==> config.mk <==
export PLATFORM = sky130hd
export DESIGN_NAME = mlp_train_sched
export DESIGN_NICKNAME = d
export VERILOG_FILES = /design/src/rtl/mlp_train_sched.sv
export SDC_FILE = /design/constraint.sdc
export NUM_CORES = 1
export LEC_CHECK = 0
export ABC_AREA = 1
export CORE_MARGIN = 3
export CORE_UTILIZATION = 57
export DETAILED_ROUTE_END_ITERATION = 8
export PLACE_DENSITY = 0.89
export SLEW_MARGIN = 0
export SYNTH_ARGS = -nofsm -noshare
export SYNTH_HDL_FRONTEND = slang
export SYNTH_SLANG_ARGS = --single-unit
export TNS_END_PERCENT = 50
==> constraint.sdc <==
create_clock -name clk -period 5.2 [get_ports clk]
set_input_delay 1.3 -clock clk [delete_from_list [all_inputs] [get_ports clk]]
set_output_delay 1.3 -clock clk [all_outputs]
set_load 0.05 [all_outputs]
==> src/rtl/mlp_train_sched.sv <==
// rtl/mlp_train_sched.sv - train/eval epoch scheduler for a small MLP
// Optional early stop on a perfect eval pass: define MLP_SCHED_EARLY_STOP_EN.
module mlp_train_sched #(
  parameter int NUM_SAMPLES = 4,
  parameter int HOLD        = 2,
  parameter int EPOCH_W     = 16,
  localparam int IDX_W      = $clog2(NUM_SAMPLES)
) (
  input  logic               clk,
  input  logic               rst,
  input  logic               start,
  input  logic               abort,
  input  logic [EPOCH_W-1:0] max_epochs,
  input  logic               pred_high,
  input  logic               label_high,
  output logic [IDX_W-1:0]   sample_idx,
  output logic               training,
  output logic               busy,
  output logic               done,
  output logic [EPOCH_W-1:0] epoch_cnt,
  output logic [IDX_W:0]     correct_cnt
);

  localparam int HOLD_W = (HOLD > 1) ? $clog2(HOLD) : 1;

  typedef enum logic [1:0] {IDLE, TRAIN, EVAL, DONE} state_t;

  state_t             state, state_n;
  logic [HOLD_W-1:0]  hold_cnt;
  logic [IDX_W:0]     acc;
  logic [EPOCH_W-1:0] max_q;

  logic               last_hold, last_sample, pass_end, match, early_stop;
  logic [IDX_W:0]     acc_next;
  logic [EPOCH_W-1:0] epoch_inc;

  assign last_hold   = (hold_cnt == HOLD_W'(HOLD - 1));
  assign last_sample = (sample_idx == IDX_W'(NUM_SAMPLES - 1));
  assign pass_end    = last_hold && last_sample;
  assign match       = (pred_high == label_high);
  assign acc_next    = acc + {{IDX_W{1'b0}}, match};
  assign epoch_inc   = (epoch_cnt == {EPOCH_W{1'b1}}) ? epoch_cnt : epoch_cnt + EPOCH_W'(1);

`ifdef MLP_SCHED_EARLY_STOP_EN
  assign early_stop = (acc_next == (IDX_W+1)'(NUM_SAMPLES));
`else
  assign early_stop = 1'b0;
`endif

  always_ff @(posedge clk or negedge rst) begin
    if (!rst) state <= IDLE;
    else      state <= state_n;
  end

  always_comb begin
    state_n  = state;
    training = 1'b0;
    busy     = 1'b0;
    done     = 1'b0;
    unique case (state)
      IDLE, DONE: begin
        done = (state == DONE);
        if (start) state_n = (max_epochs == '0) ? DONE : TRAIN;
      end
      TRAIN: begin
        training = 1'b1;
        busy     = 1'b1;
        if (pass_end) state_n = EVAL;
      end
      EVAL: begin
        busy = 1'b1;
        if (pass_end) state_n = ((epoch_inc == max_q) || early_stop) ? DONE : TRAIN;
      end
      default: state_n = IDLE;
    endcase
    // abort overrides everything, including a simultaneous start
    if (abort) state_n = IDLE;
  end

  always_ff @(posedge clk or negedge rst) begin
    if (!rst) begin
      sample_idx  <= '0;
      hold_cnt    <= '0;
      acc         <= '0;
      epoch_cnt   <= '0;
      correct_cnt <= '0;
      max_q       <= '0;
    end else if (abort) begin
      sample_idx <= '0;
      hold_cnt   <= '0;
      acc        <= '0;
    end else begin
      unique case (state)
        IDLE, DONE: begin
          if (start) begin
            max_q       <= max_epochs;
            epoch_cnt   <= '0;
            correct_cnt <= '0;
            sample_idx  <= '0;
            hold_cnt    <= '0;
            acc         <= '0;
          end
        end
        TRAIN, EVAL: begin
          if (last_hold) begin
            hold_cnt   <= '0;
            sample_idx <= last_sample ? '0 : sample_idx + IDX_W'(1);
          end else begin
            hold_cnt <= hold_cnt + HOLD_W'(1);
          end
          // score on the final hold cycle so the MLP output has settled
          if ((state == EVAL) && last_hold) begin
            if (last_sample) begin
              correct_cnt <= acc_next;
              acc         <= '0;
              epoch_cnt   <= epoch_inc;
            end else begin
              acc <= acc_next;
            end
          end
        end
        default: ;
      endcase
    end
  end

endmodule

==> flow_results.org <==
** Outcome
- Result of the run :: completed

** Yosys
- Of the total synthesized cell area, the portion taken by XOR and XNOR cells is 2.29%.
- Ranked by total cell area, the synthesized netlist is headed by sky130_fd_sc_hd__dfrtp_1 (40%), sky130_fd_sc_hd__nand2_1 (15%), sky130_fd_sc_hd__inv_1 (7.6%), sky130_fd_sc_hd__nand3_1 (7.3%), sky130_fd_sc_hd__nor2_1 (4.9%).
- Number of register bits inferred by synthesis :: 43
- The average instance in the mapped netlist occupies 7.05 um2.
- The synthesized netlist occupies a cell area of 0.00267 mm2.
- Library cell with the largest summed area after synthesis :: sky130_fd_sc_hd__dfrtp_1
- Fraction of the mapped netlist area in compound gates :: 9.88%
- Number of distinct library cells after synthesis :: 29
- The top cell type by area accounts for 40.3% of the synthesized area.
- After technology mapping, the gate count stands at 379.
- After Yosys synthesis, and, or, nand and nor cells account for 34.4% of the synthesized area.
- Adder-cell area share of the yosys netlist :: 3.28%
- Sequential element share of the synthesized area :: 40.3%
- Post-Syn Nets :: 408
- Synth Warn # :: 0
- Combinational family with the most area after synthesis :: simple AND/OR/NAND/NOR gates
- Multiplexer cells account for 0.421% of the synthesized area.

** Place
- Post-Place Cell Area :: 0.00316 mm2
- In this run the tool buffered the top-level ports with 45 buffer cells.
- Once detailed placement completed, the half-perimeter wirelength came to 4.80 mm.
- GPL Wtd Cong :: 0.870
- DP Worst Slack :: 1.87 ns

** Setup path
- On the critical path, the stage with the largest delay is an instance of sky130_fd_sc_hd__clkdlybuf4s50_1.
- Worst setup path class :: reg -> out
- Top cell family by delay on the critical path :: buffers and inverters
- STA classifies the critical path startpoint as a flip-flop.
- Largest fanout on the critical path :: 15
- The critical path goes through inv_1 > ha_1 > inv_1 > clkdlybuf4s50_1.
- For the worst setup path, the data arrival time is 2.37 ns.
- STA puts the critical path data required time at 3.90 ns.
- Counting both buffers and inverters, the worst setup path holds a total of 3.
- Reg2Reg Setup Slack :: 2.94 ns
- On the worst path, the slowest cell contributes a delay of 0.88 ns.
- In this design, the critical path's most frequently occurring cell is sky130_fd_sc_hd__inv_1.
- Capturing element type of the critical path :: primary output

** Floorplan
- Placement Rows :: 24
- Area of the placeable core :: 0.00444 mm2
- Horiz. Die Dim :: 74.5 um
- Die H :: 74.5 um
- The floorplan step defined a die boundary enclosing 0.00555 mm2.
- The initial utilization of the core area, before any placement, comes to 60.1%.
- Top-level port count :: 46

** Drt
- The first TritonRoute pass finished after 4 iterations.
- For this block, the via count after detailed routing is 2632.
- Number of routed nets with antenna violations :: 0
- For this run, design rule violations remaining after detail routing come to 0.
- Detail-routed via count per cell :: 5.52
- Iter 0 DRT Violations :: 265
- Routed WL per cell :: 13.4 um
- Wires add up to 6.42 mm.

** CTS
- Clock buffers created by TritonCTS :: 5
- Root buffer cell :: sky130_fd_sc_hd__clkbuf_8
- In this run the post-CTS setup repair buffer count came out at 0.
- H-Tree Depth :: 2
- Clock-pin slew was measured on the worst setup and hold paths at 0.08 ns.
- In this run, post-CTS hold repair placed 0 buffers.
- Clock latency on the worst-skew pair, taken at its later pin, is 0.31 ns.
- Total clock sinks :: 43
- Clk buf depth :: 2
- Number of gates resized after cts :: 0
- TritonCTS built the clock tree.

** Global route
- Number of global-route vias before repair :: 2439
- Across every metal layer, demand over resource in global routing totals 25.6%.
- The number of antenna violations at the first check in global routing came to 0.
- Maximum number of pins on one net before global-route repair :: 44
- The first global-routing pass estimated 10.8 mm of wire.
- Global routing finished with a remaining overflow of 0.

** Power
- Cell leakage power :: 0.00158 uW
- For this design the ratio of total power to cell area is 558 mW/mm2.
- The worst-case IR drop observed on VDD is 0.316 mV.

** Cells and area
- Leading cell type in the layout, fill and taps excluded :: sky130_fd_sc_hd__nand2_1
- The area growth from synthesis to layout is 22.3%.
- Most frequent cells in the layout :: sky130_fd_sc_hd__nand2_1 (107), sky130_fd_sc_hd__inv_1 (54), sky130_fd_sc_hd__clkdlybuf4s50_1 (44)
- The filler cells instantiated in the layout total 365.
- Measured on the finished design, the core utilization comes to 73.5%.
- Share of post-route cells with drive strength above 1 :: 6.35%
- Count of inserted antenna diode cells :: 0
- Final design area excluding fillers :: 0.00327 mm2
- Layout Nets :: 453

** STA
- Setup repair after global routing left no endpoint under its margin.
- Achievable frequency :: 0.273 GHz
- Setup_tns :: 0 ns
- Transition time at the pin with the least slew margin :: 0.972 ns
- Worst clock skew :: 0.00653 ns
- Minimum clock period after layout :: 3.67 ns
- Fin. max-slew vios :: 0
- In the finished design, the share of the clock period the worst path needs comes to 70.5%.
- Worst max-slew margin expressed relative to the limit :: 35.2%
- Setup-failing EPs final :: 0
- Final setup margin :: 1.53 ns
- The number of failing hold endpoints at the final stage was 0.

** Min path
- Worst min-delay path category :: reg -> reg

** Job
- Number of violations of the max-capacitance limit :: 0
worst paths after layout:
check                                     to  cells after the start  startpoint
min in group asynchronous       epoch_cnt[7]                      1         rst
max in group asynchronous             acc[2]                      1         rst
worst min register to register        acc[0]                      2      acc[0]
worst max-delay path                    busy                      4    state[0]
worst max register to register  epoch_cnt[0]                      8    state[0]
worst min-delay path                  acc[0]                      2      acc[0]
power breakdown:
part / internal (uW) / switching, uW / leakage, uW
clock: 143 / 123 / 0.0000581
sequential: 463 / 132 / 0.000553
combinational: 327 / 637 / 0.000968
Yosys cell counts:
library cell and n:
sky130_fd_sc_hd__a21oi_1 10, sky130_fd_sc_hd__nand2_4 1, sky130_fd_sc_hd__dfrtp_1 43, sky130_fd_sc_hd__mux2_2 1, sky130_fd_sc_hd__nor2_2 1, sky130_fd_sc_hd__or2_2 1
sky130_fd_sc_hd__inv_2 2, sky130_fd_sc_hd__xnor2_1 5, sky130_fd_sc_hd__nor2_4 3, sky130_fd_sc_hd__a22oi_1 1, sky130_fd_sc_hd__o21bai_1 1, sky130_fd_sc_hd__nand3_1 39
sky130_fd_sc_hd__ha_1 7, sky130_fd_sc_hd__buf_6 1, sky130_fd_sc_hd__nor2_1 35, sky130_fd_sc_hd__nand3b_1 3, sky130_fd_sc_hd__o21ai_0 25, sky130_fd_sc_hd__nand2_1 107
sky130_fd_sc_hd__nor4_1 4, sky130_fd_sc_hd__nor3_1 1, sky130_fd_sc_hd__xor2_1 2, sky130_fd_sc_hd__o31ai_1 3, sky130_fd_sc_hd__inv_1 54, sky130_fd_sc_hd__o22ai_1 7
sky130_fd_sc_hd__buf_2 1, sky130_fd_sc_hd__a21o_1 1, sky130_fd_sc_hd__clkbuf_1 7, sky130_fd_sc_hd__nand2_2 7, sky130_fd_sc_hd__nand4_1 6
per-stage QoR:
stage | hold slack, ns | total power [uW] | std cells
2_1_floorplan | 0.458 | 1260 | 379
3_3_place_gp | 0.472 | 1520 | 469
3_5_place_dp | 0.479 | 1550 | 469
4_1_cts | 0.500 | 1820 | 477
5_1_grt | 0.528 | 1960 | 477
6_report | 0.499 | 1820 | 477
worst reg2reg max path, stage by stage (launching register included):
cell,delay (ns)
sky130_fd_sc_hd__dfrtp_1,0.39
sky130_fd_sc_hd__inv_1,0.07
sky130_fd_sc_hd__ha_1,0.37
sky130_fd_sc_hd__nor2_1,0.29
sky130_fd_sc_hd__nand2_1,0.11
sky130_fd_sc_hd__a22oi_1,0.20
sky130_fd_sc_hd__buf_4,0.35
sky130_fd_sc_hd__nand2_1,0.24
sky130_fd_sc_hd__o22ai_1,0.18
cells by family (layout without fill, tap and decap cells):
kind of cell,Yosys count,after routing
AND/OR/NAND/NOR,208,208
buffers and inverters,65,111
multiplexers,1,1
adder cells (fa/ha/maj),7,7
flip-flops,43,43
AO/OA/AOI/OAI,48,48
XOR/XNOR,7,7
final cells by class:
cell class	instances	area (um2)	share of cell area, %
Multi-Input combinational cell	271	1340	41.1
Clock buffer	5	68.8	2.11
Tap cell	52	65.1	1.99
Inverter	56	210	6.43
Timing Repair Buffer	47	460	14.1
Sequential cell	43	1080	32.9
Clock inverter	3	43.8	1.34
flip-flops by register name, indices dropped and copies added, names as in the netlist:
name and cells:
state 2, correct_cnt 3, acc 3, hold_cnt 1, epoch_cnt 16, max_q 16, sample_idx 2
layer usage:
layer | GRT usage (%) | wire (um) | vias up
met4 | 10.7 | 172 | 0
met1 | 33.1 | 2850 | 1206
met3 | 5.95 | 410 | 16
met2 | 41.3 | 2990 | 104
li1 | - | - | 1306
met5 | 0 | 0 | -
(Power assumes the default switching activity.)
